--- src/rtl/tx_pkg.sv ---
// Shared types and line constants for the NRZI serializer.
// Optional bit stuffing is enabled by defining TX_BIT_STUFF_EN.
package tx_pkg;

   localparam int DEFAULT_CLKS_PER_BIT = 8;

   // Line symbols as {D+, D-}
   localparam logic [1:0] LINE_J   = 2'b10;
   localparam logic [1:0] LINE_K   = 2'b01;
   localparam logic [1:0] LINE_SE0 = 2'b00;

   localparam logic [2:0] ONES_MAX = 3'd6;

`ifdef TX_BIT_STUFF_EN
   typedef enum logic [2:0] {
      IDLE,
      SHIFT,
      STUFF,
      EOP_SE0,
      EOP_J
   } tx_state_t;
`else
   typedef enum logic [2:0] {
      IDLE,
      SHIFT,
      EOP_SE0,
      EOP_J
   } tx_state_t;
`endif

   function automatic logic [1:0] line_toggle(input logic [1:0] line);
      return (line == LINE_J) ? LINE_K : LINE_J;
   endfunction

endpackage

--- src/rtl/tx_flex_pts_sr.sv ---
// Parallel-to-serial shift register; SHIFT_MSB selects which end leaves first.
module tx_flex_pts_sr #(
   parameter int NUM_BITS  = 8,
   parameter bit SHIFT_MSB = 1'b0
) (
   input  logic                clk,
   input  logic                rst,
   input  logic                load_enable,
   input  logic                shift_enable,
   input  logic [NUM_BITS-1:0] parallel_in,
   output logic                serial_out
);

   logic [NUM_BITS-1:0] r_data;

   // NOTE: non-blocking assignments so every flop samples pre-edge values.
   always_ff @(posedge clk or posedge rst) begin
      if (rst) begin
         r_data <= '0;
      end else if (load_enable) begin
         r_data <= parallel_in;
      end else if (shift_enable) begin
         if (SHIFT_MSB) r_data <= {r_data[NUM_BITS-2:0], 1'b0};
         else           r_data <= {1'b0, r_data[NUM_BITS-1:1]};
      end
   end

   assign serial_out = SHIFT_MSB ? r_data[NUM_BITS-1] : r_data[0];

endmodule

--- src/rtl/tx_nrzi_serializer.sv ---
// NRZI line serializer with one-word holding register and SE0/SE0/J end-of-packet.
// Bit stuffing after six consecutive ones is present only when TX_BIT_STUFF_EN is defined.
module tx_nrzi_serializer #(
   parameter int NUM_BITS     = 8,
   parameter int CLKS_PER_BIT = tx_pkg::DEFAULT_CLKS_PER_BIT
) (
   input  logic                clk,
   input  logic                rst,
   input  logic [NUM_BITS-1:0] tx_data,
   input  logic                tx_valid,
   input  logic                tx_last,
   output logic                tx_ready,
   output logic                dplus_out,
   output logic                dminus_out,
   output logic                tx_busy,
   output logic                tx_err
);
   import tx_pkg::*;

   localparam int TW = (CLKS_PER_BIT > 1) ? $clog2(CLKS_PER_BIT) : 1;
   localparam int BW = (NUM_BITS > 1) ? $clog2(NUM_BITS) : 1;
   localparam logic [TW-1:0] TIMER_LAST  = TW'(CLKS_PER_BIT - 1);
   localparam logic [TW-1:0] TIMER_SHIFT = TW'(CLKS_PER_BIT - 2);
   localparam logic [BW-1:0] BIT_LAST    = BW'(NUM_BITS - 1);

   tx_state_t           r_state;
   logic [TW-1:0]       r_timer;
   logic [BW-1:0]       r_bit_cnt;
   logic                r_eop_cnt;
   logic [1:0]          r_line;
   logic                r_busy;
   logic                r_err;
   logic                r_cur_last;
   logic [NUM_BITS-1:0] r_hold_data;
   logic                r_hold_last;
   logic                r_hold_full;
`ifdef TX_BIT_STUFF_EN
   logic [2:0]          r_ones;
`endif

   logic w_ready;
   logic w_accept;
   logic w_bit_end;
   logic w_period_end;
   logic w_last_bit;
   logic w_stuff_now;
   logic w_next_data;
   logic w_word_done;
   logic w_load;
   logic w_to_eop;
   logic w_emit;
   logic w_emit_bit;
   logic w_shift;
   logic w_sr_out;

   assign w_ready   = !r_hold_full && (r_state != EOP_SE0) && (r_state != EOP_J);
   assign w_accept  = tx_valid && w_ready;
   assign w_bit_end = (r_timer == TIMER_LAST);

`ifdef TX_BIT_STUFF_EN
   assign w_period_end = w_bit_end && ((r_state == SHIFT) || (r_state == STUFF));
   assign w_stuff_now  = w_bit_end && (r_state == SHIFT) && (r_ones == ONES_MAX);
`else
   assign w_period_end = w_bit_end && (r_state == SHIFT);
   assign w_stuff_now  = 1'b0;
`endif

   assign w_last_bit  = (r_bit_cnt == BIT_LAST);
   assign w_next_data = w_period_end && !w_stuff_now && !w_last_bit;
   assign w_word_done = w_period_end && !w_stuff_now && w_last_bit;
   assign w_load      = ((r_state == IDLE) && r_hold_full) ||
                        (w_word_done && !r_cur_last && r_hold_full);
   assign w_to_eop    = w_word_done && (r_cur_last || !r_hold_full);
   assign w_emit      = w_load || w_next_data;
   assign w_emit_bit  = w_load ? r_hold_data[0] : w_sr_out;

   // Shift one cycle early so the next bit is already on serial_out at the boundary.
   assign w_shift = (r_state == SHIFT) && (r_timer == TIMER_SHIFT) && !w_last_bit;

   tx_flex_pts_sr #(
      .NUM_BITS  (NUM_BITS),
      .SHIFT_MSB (1'b0)
   ) u_sr (
      .clk          (clk),
      .rst          (rst),
      .load_enable  (w_load),
      .shift_enable (w_shift),
      .parallel_in  (r_hold_data),
      .serial_out   (w_sr_out)
   );

   always_ff @(posedge clk or posedge rst) begin
      if (rst) begin
         r_state     <= IDLE;
         r_timer     <= '0;
         r_bit_cnt   <= '0;
         r_eop_cnt   <= 1'b0;
         r_line      <= LINE_J;
         r_busy      <= 1'b0;
         r_err       <= 1'b0;
         r_cur_last  <= 1'b0;
         // NOTE: the holding register is reset too, so no stale word can start a packet.
         r_hold_data <= '0;
         r_hold_last <= 1'b0;
         r_hold_full <= 1'b0;
`ifdef TX_BIT_STUFF_EN
         r_ones      <= '0;
`endif
      end else begin
         r_err <= 1'b0;

         if ((r_state == IDLE) || w_bit_end) r_timer <= '0;
         else                                r_timer <= r_timer + 1'b1;

         if (w_accept) begin
            r_hold_data <= tx_data;
            r_hold_last <= tx_last;
            r_hold_full <= 1'b1;
         end

         if (w_load) begin
            r_hold_full <= 1'b0;
            r_cur_last  <= r_hold_last;
            r_bit_cnt   <= '0;
         end else if (w_next_data) begin
            r_bit_cnt <= r_bit_cnt + 1'b1;
         end

         if (w_emit) begin
            r_line <= w_emit_bit ? r_line : line_toggle(r_line);
`ifdef TX_BIT_STUFF_EN
            r_ones <= w_emit_bit ? r_ones + 3'd1 : 3'd0;
`endif
         end

         case (r_state)
            IDLE: begin
               if (r_hold_full) begin
                  r_state <= SHIFT;
                  r_busy  <= 1'b1;
               end
            end
`ifdef TX_BIT_STUFF_EN
            SHIFT, STUFF: begin
               if (w_stuff_now) begin
                  r_state <= STUFF;
                  r_line  <= line_toggle(r_line);
                  r_ones  <= '0;
               end else if (w_emit) begin
`else
            SHIFT: begin
               if (w_emit) begin
`endif
                  r_state <= SHIFT;
               end else if (w_to_eop) begin
                  r_state   <= EOP_SE0;
                  r_line    <= LINE_SE0;
                  r_eop_cnt <= 1'b0;
                  r_err     <= !r_cur_last;
`ifdef TX_BIT_STUFF_EN
                  r_ones    <= '0;
`endif
               end
            end
            EOP_SE0: begin
               if (w_bit_end) begin
                  if (r_eop_cnt) begin
                     r_state <= EOP_J;
                     r_line  <= LINE_J;
                  end else begin
                     r_eop_cnt <= 1'b1;
                  end
               end
            end
            EOP_J: begin
               if (w_bit_end) begin
                  r_state <= IDLE;
                  r_busy  <= 1'b0;
               end
            end
            default: r_state <= IDLE;
         endcase
      end
   end

   assign tx_ready   = w_ready;
   assign dplus_out  = r_line[1];
   assign dminus_out = r_line[0];
   assign tx_busy    = r_busy;
   assign tx_err     = r_err;

endmodule

--- config.mk ---
export PLATFORM = sky130hd
export DESIGN_NAME = tx_nrzi_serializer
export DESIGN_NICKNAME = d
export VERILOG_FILES = /design/src/rtl/tx_pkg.sv /design/src/rtl/tx_flex_pts_sr.sv /design/src/rtl/tx_nrzi_serializer.sv
export SDC_FILE = /design/constraint.sdc
export NUM_CORES = 1
export LEC_CHECK = 0
export ABC_CLOCK_PERIOD_IN_PS = 1600
export CAP_MARGIN = 30
export CORE_ASPECT_RATIO = 1.5
export CORE_MARGIN = 1
export CORE_UTILIZATION = 36
export DETAILED_ROUTE_END_ITERATION = 7
export SYNTH_ARGS = -nofsm -noshare
export SYNTH_HDL_FRONTEND = slang
export SYNTH_SLANG_ARGS = --single-unit
--- constraint.sdc ---
create_clock -name clk -period 1.6 [get_ports clk]
set_input_delay 0.32 -clock clk [delete_from_list [all_inputs] [get_ports clk]]
set_output_delay 0.32 -clock clk [all_outputs]
set_load 0.005 [all_outputs]
Word level (Yosys, flattened, before mapping)
Cells that the tools add are included.
{ "word_totals": {"reg_bits": 33} }
{ "classes": {"n_mux": 33, "n_reduce_logical": 28, "n_eq_ne": 16, "add_sub_neg": 2} }
{ "ops": {"columns": ["op", "count"], "rows": [
  ["3-bit 2-to-1 mux", 9],
  ["8-bit 2-to-1 mux", 2],
  ["2-bit 2-to-1 mux", 7],
  ["1-bit logical AND", 12],
  ["2-bit inequality test, second input constant", 6],
  ["3-bit case mux with 4 select lines", 1],
  ["1-bit 2-to-1 mux", 11],
  ["2-bit nonzero test", 5],
  ["3-bit == test, second input constant", 3],
  ["3-bit by 1-bit adder with 3-bit output, second input constant", 2],
  ["3-bit by 2-bit == test with 1-bit output, second input constant", 2],
  ["3-bit by 2-bit inequality test with 1-bit output, second input constant", 2],
  ["5-bit AND reduction", 1],
  ["1-bit logical OR", 4],
  ["1-bit case mux with 2 select lines", 2],
  ["2-bit case mux with 2 select lines", 1],
  ["4-bit AND reduction", 1],
  ["3-bit by 1-bit == test with 1-bit output, second input constant", 1],
  ["1-bit logical NOT", 3],
  ["3-bit logical NOT", 1],
  ["3-bit inequality test, second input constant", 1],
  ["3-bit AND reduction", 1],
  ["2-bit == test, second input constant", 1]
]} }

Longest topological paths before layout
{ "depth": {"ltp_word": 12, "mapped_depth": 8, "depth_no_buf": 6} }

By module
Synthesis repeated with hierarchy kept, for this count alone.
{ "hier_totals": {"cells_unflattened": 151, "area_unflattened_um2": 1662.8} }
{ "modules_own_cells": {"columns": ["module", "area_each_um2", "cells_per_inst", "instances"], "rows": [
  ["tx_nrzi_serializer", 1290.0, 116, 1],
  ["tx_flex_pts_sr", 372.9, 35, 1]
]} }

Least setup slack after synthesis
OpenSTA, ideal clock, no wires.
{ "synth_path": {"path_kind": "reg2reg", "start": "reg r_bit_cnt[0]", "end": "reg r_line[0]", "setup_slack_ns": -0.153, "stages_incl_launch_ff": 7, "n_path_buf": 0, "arrival_ns": 1.615, "setup_ns": 0.138, "synth_period_minus_slack_ns": 1.753, "path_cell_list": "dfrtp_1 > ha_1 > ha_1 > nand3b_2 > or3b_1 > nand3b_1 > a22oi_1"} }
{ "synth_between": {"elab_chain_cells": 11} }
{ "synth_rtl": {"columns": ["item", "line", "rtl"], "rows": [
  ["start, declared", "tx_nrzi_serializer.sv:28", "logic [BW-1:0] r_bit_cnt;"],
  ["start signal, assigned", "tx_nrzi_serializer.sv:126", "r_bit_cnt <= r_bit_cnt + 1'b1;"],
  ["3-bit == test *", "tx_nrzi_serializer.sv:68", "assign w_last_bit = (r_bit_cnt == BIT_LAST);"],
  ["1-bit logical AND", "tx_nrzi_serializer.sv:70", "assign w_word_done = w_period_end && !w_stuff_now && w_last_bit;"],
  ["1-bit logical AND (2 in series)", "tx_nrzi_serializer.sv:72", "(w_word_done && !r_cur_last && r_hold_full);"],
  ["1-bit logical OR", "tx_nrzi_serializer.sv:71", "assign w_load = ((r_state == IDLE) && r_hold_full) ||"],
  ["1-bit 2-to-1 mux", "tx_nrzi_serializer.sv:75", "assign w_emit_bit = w_load ? r_hold_data[0] : w_sr_out;"],
  ["2-bit 2-to-1 mux", "tx_nrzi_serializer.sv:130", "r_line <= w_emit_bit ? r_line : line_toggle(r_line);"],
  ["2-bit 2-to-1 mux", "tx_nrzi_serializer.sv:129", "if (w_emit) begin"],
  ["2-bit 2-to-1 mux, on equally long branches", "tx_nrzi_serializer.sv:167, tx_nrzi_serializer.sv:155", null],
  ["2-bit 2-to-1 mux, on equally long branches", "tx_nrzi_serializer.sv:166, tx_nrzi_serializer.sv:152", null],
  ["2-bit case mux with 2 select lines *", "tx_nrzi_serializer.sv:136", "case (r_state)"],
  ["end signal, assigned", "tx_nrzi_serializer.sv:130", null],
  ["end, declared", "tx_nrzi_serializer.sv:30", "logic [1:0] r_line;"]
]} }
Every way passes the cells marked *; elsewhere a longest branch is shown, timed or not.
A chain may end at the register's enable or synchronous reset.

Worst setup path after layout
{ "layout_path": {"start": "reg r_state[0]", "end": "reg r_line[0]"} }
{ "layout_between": {"elab_chain_cells": 12} }
{ "layout_rtl": {"columns": ["item", "line", "rtl"], "rows": [
  ["start, declared", "tx_nrzi_serializer.sv:26", "tx_state_t r_state;"],
  ["start signal, assigned", "tx_nrzi_serializer.sv:94", "r_state <= IDLE;"],
  ["start signal, assigned", "tx_nrzi_serializer.sv:139", "r_state <= SHIFT;"],
  ["start signal, assigned", "tx_nrzi_serializer.sv:154", "r_state <= SHIFT;"],
  ["3-bit by 1-bit == test with 1-bit output", "tx_nrzi_serializer.sv:64, tx_nrzi_serializer.sv:136", null],
  ["1-bit logical AND", "tx_nrzi_serializer.sv:64", "assign w_period_end = w_bit_end && (r_state == SHIFT);"],
  ["1-bit logical AND", "tx_nrzi_serializer.sv:70", null],
  ["1-bit logical AND (2 in series)", "tx_nrzi_serializer.sv:72", null],
  ["1-bit logical OR", "tx_nrzi_serializer.sv:71", null],
  ["1-bit 2-to-1 mux", "tx_nrzi_serializer.sv:75", null],
  ["2-bit 2-to-1 mux", "tx_nrzi_serializer.sv:130", null],
  ["2-bit 2-to-1 mux", "tx_nrzi_serializer.sv:129", null],
  ["2-bit 2-to-1 mux, on equally long branches", "tx_nrzi_serializer.sv:167, tx_nrzi_serializer.sv:155", null],
  ["2-bit 2-to-1 mux, on equally long branches", "tx_nrzi_serializer.sv:166, tx_nrzi_serializer.sv:152", null],
  ["2-bit case mux with 2 select lines *", "tx_nrzi_serializer.sv:136", null]
]} }
Marked as above.

==> impl_metrics.json <==
{
  "cts_made_buffers": 5,
  "dieHeight_microns": 84.5,
  "power_frac_comb": 0.508,
  "grt_max_degree": 33,
  "critPathKind": "register to register",
  "startpoint": "r_state[0]",
  "clock_power_share": 0.145,
  "synth_cell_types": 41,
  "regToRegSetupSlack_ps": -50,
  "regArea_sq_um": 803,
  "cpMaxStageDelayCell": "or3b_4",
  "cp.required_ps": 1760,
  "cts_num_sinks": 32,
  "start_util": 0.382,
  "place_congestion": 0.917,
  "firstDrtPassIters": 4,
  "synth-seq-cells": 32,
  "avgViaCountPerCell": 5.16,
  "synthToLayoutAreaGrowth_pct": 42.0,
  "synth_area_sq_um": 1630,
  "ir_worst_vdd_v": 0.00104,
  "wl_per_cell_microns": 15.2,
  "timing.fmax_ghz": 0.606,
  "fill_cells": 388,
  "setup_viol": 7,
  "violations": "negative setup slack",
  "drc_errors": 0,
  "dpl_worst_slack_ps": -159,
  "dieArea_sq_um": 4820,
  "clockBufferDepth": 2,
  "vias": 1264,
  "final.min_clock_period_ps": 1650,
  "fin_worst_skew_ps": 7.20,
  "root_buffer": "clkbuf_8",
  "multi_input_comb_area_sq_um": 877,
  "worst_path_largest_cell_delay_ps": 420,
  "yosys-top-cells-area": "dfrtp_1 (47%), ha_1 (6.9%), mux2i_1 (5.5%)",
  "hp-class": "primary input to async pin",
  "crit_chain": "inv_2 -> buf_4 -> ha_4 -> nand2_1 -> or3b_4 -> nand3b_1 -> a22oi_1",
  "slew_headroom": 0.774,
  "fin_crit_sh": 1.03,
  "avgSynthCellArea_sq_um": 11.3,
  "n_antenna_cell": 0,
  "worst-path-max-fanout": 7,
  "tightest_slew_ps": 334,
  "clkLatencyLatePin_ps": 280,
  "crit_path_start_kind": "register",
  "worst_ep_arrival_time_ps": 1810,
  "yosys_warnings": 0,
  "outcome": "finished with violations",
  "dp_hpwl_microns": 2590,
  "antenna_found_initial": 0,
  "cp-end-kind": "register",
  "switching_share": 0.358,
  "r2r-start": "r_state[0]",
  "timing.final.ws_setup_ps": -50.8,
  "grt_pass1_vias": 1367,
  "internal-power_uw": 2580,
  "power.leakage_uw": 0.00112,
  "fp.dieW_microns": 57.0,
  "nNetsFinal": 220,
  "synth_top_area_share": 0.475,
  "power_density_nw_per_um2": 1730,
  "ys_seq_area_frac": 0.491,
  "core_area_sq_um": 4280,
  "yosys.area.top_type": "dfrtp_1",
  "cap_violations": 0,
  "portBuffers": 16,
  "cts_tree": "built",
  "layout-drive-gt1-share": 0.382,
  "ant_nets": 0,
  "rsz0062_at_grt": "true",
  "clk_pin_slew_worst_paths_ps": 70,
  "grt.total_usage": 0.173,
  "io-pin-count": 17,
  "drt_iter0_drc": 17,
  "synth_nets": 166,
  "ctsHoldBuffers": 0,
  "finalHoldViolCount": 0,
  "p_switching_uw": 1440,
  "seqPwrFrac": 0.347,
  "netlist_instances": 145,
  "htreeDepth": 2,
  "final_util": 0.542,
  "core.rowCount": 29,
  "drv_slew": 0,
  "grt_remaining_overflow": 0,
  "grt_pass1_wl_microns": 6260,
  "wl_microns": 3730
}
-- flip-flops by register name, indices dropped and copies added, names as in the netlist, named ones only --
| register | count |
|---|---|
| r_line | 1 |
| r_cur_last | 1 |
| r_timer | 3 |
| tx_busy | 1 |
| r_state | 2 |
| r_hold_last | 1 |
| r_eop_cnt | 1 |
| r_hold_data | 8 |
| u_sr.r_data | 8 |
| tx_err | 1 |
| r_bit_cnt | 3 |
| r_hold_full | 1 |
-- worst max-delay path: cells and delay by family (launching register included) --
family / cells / cell delay, ps
AND/OR/NAND/NOR: 3 / 670
adder cells (fa/ha/maj): 1 / 180
flip-flops: 1 / 390
buffers and inverters: 2 / 220
AO/OA/AOI/OAI: 1 / 70
-- synthesized netlist by cell type --
cell       count
nand2b_1       1
nand4_1        2
mux2_2         8
buf_4          2
nor2b_1        2
nand3_1        1
buf_2          3
nor3_1         3
nor3b_1        2
a21boi_0       2
nand3b_2       1
inv_1          8
and2_1         2
or3b_1         1
o21ai_0       15
nor4b_1        1
o211ai_1       1
a41o_1         1
o31ai_1        1
nand2_1       12
buf_6          1
a211oi_2       1
a21oi_4        1
mux2i_1        9
a22o_1         1
dfstp_2        1
nand3b_1       1
a21oi_1        3
nand4b_4       1
a221oi_2       1
nand4b_1       1
a21o_1         2
a311o_1        1
ha_1           9
inv_2          1
a22oi_1        2
nor2_1         6
dfrtp_1       31
a31o_2         1
a2bb2oi_1      1
xor2_1         1
-- power by group through the flow --
| stage | clock network, uW | logic, uW | registers, uW |
|---|---|---|---|
| global route | 637 | 2220 | 1440 |
| detailed placement | 0 | 1680 | 1370 |
| global placement | 0 | 1630 | 1340 |
| CTS | 605 | 1940 | 1380 |
| finish | 584 | 2040 | 1390 |
| floorplan | 0 | 1040 | 1310 |
-- metrics by stage --
| stage | hold WS [ps] | cells | area (sq um) | power (uW) | TNS [ps] |
|---|---|---|---|---|---|
| final | 380 | 245 | 2320 | 4020 | -119 |
| after global routing | 401 | 245 | 2320 | 4300 | -1040 |
| after CTS | 388 | 240 | 2260 | 3920 | -82.7 |
| after detailed placement | 479 | 228 | 2040 | 3040 | -2130 |
| after global placement | 462 | 228 | 2040 | 2970 | -1220 |
| after floorplan | 435 | 145 | 1650 | 2350 | -13.7 |
-- layout make-up --
class | count | share of cell area
inverters | 9 | 0.0156
flip-flops and latches | 32 | 0.346
clock buffers | 6 | 0.0313
repair buffers | 53 | 0.202
well taps | 46 | 0.0248
clock inverters | 1 | 0.00216
multi-input cells | 98 | 0.378
-- worst paths after layout --
check | end | cells after the start
worst min register to register | u_sr.r_data[2] | 2
worst max-delay path | r_line[0] | 7
min in group clk | u_sr.r_data[2] | 2
max in group asynchronous | async pin | 3
worst max register to register | r_line[0] | 7
worst min-delay path | tx_err | 3
-- cells in the final DEF, fill, tap and decap left out, types with 5 or more instances in the layout --
cell,Yosys,routed
mux2i_1,9,8
dfrtp_1,31,30
clkdlybuf4s50_1,0,14
buf_4,2,32
ha_4,0,6
mux2_2,8,8
o21ai_0,15,8
nor2_1,6,6
clkbuf_8,0,5
o21ai_1,0,6
inv_1,8,6
nand2_1,12,12
-- logic make-up (layout without fill, tap and decap cells) --
logic type,after synthesis,in the layout,synth area share
muxes,17,17,0.110
and+or+nand+nor,37,37,0.132
DFF,32,32,0.491
xor gates and xnor gates,1,1,0.00536
adders and majority gates,9,9,0.0689
buffers and inverters,15,69,0.0459
AOI/OAI and AO/OA,34,34,0.147
-- per-layer routing --
layer / share of wire / global-route usage / vias to the layer above
li1: - / - / 619
met1: 0.38 / 0.186 / 612
met2: 0.56 / 0.309 / 20
met3: 0.021 / 0.0370 / 13
met4: 0.038 / 0.0909 / 0
met5: 0 / 0 / -
-- timing repair --
| action | 4_1_cts | 5_1_grt |
|---|---|---|
| resized for setup | 31 | 9 |
| buffers inserted | 6 | 5 |
| endpoints found under the setup margin | 26 | 23 |
| pin swaps | 2 | 5 |
(Power assumes the default switching activity.)
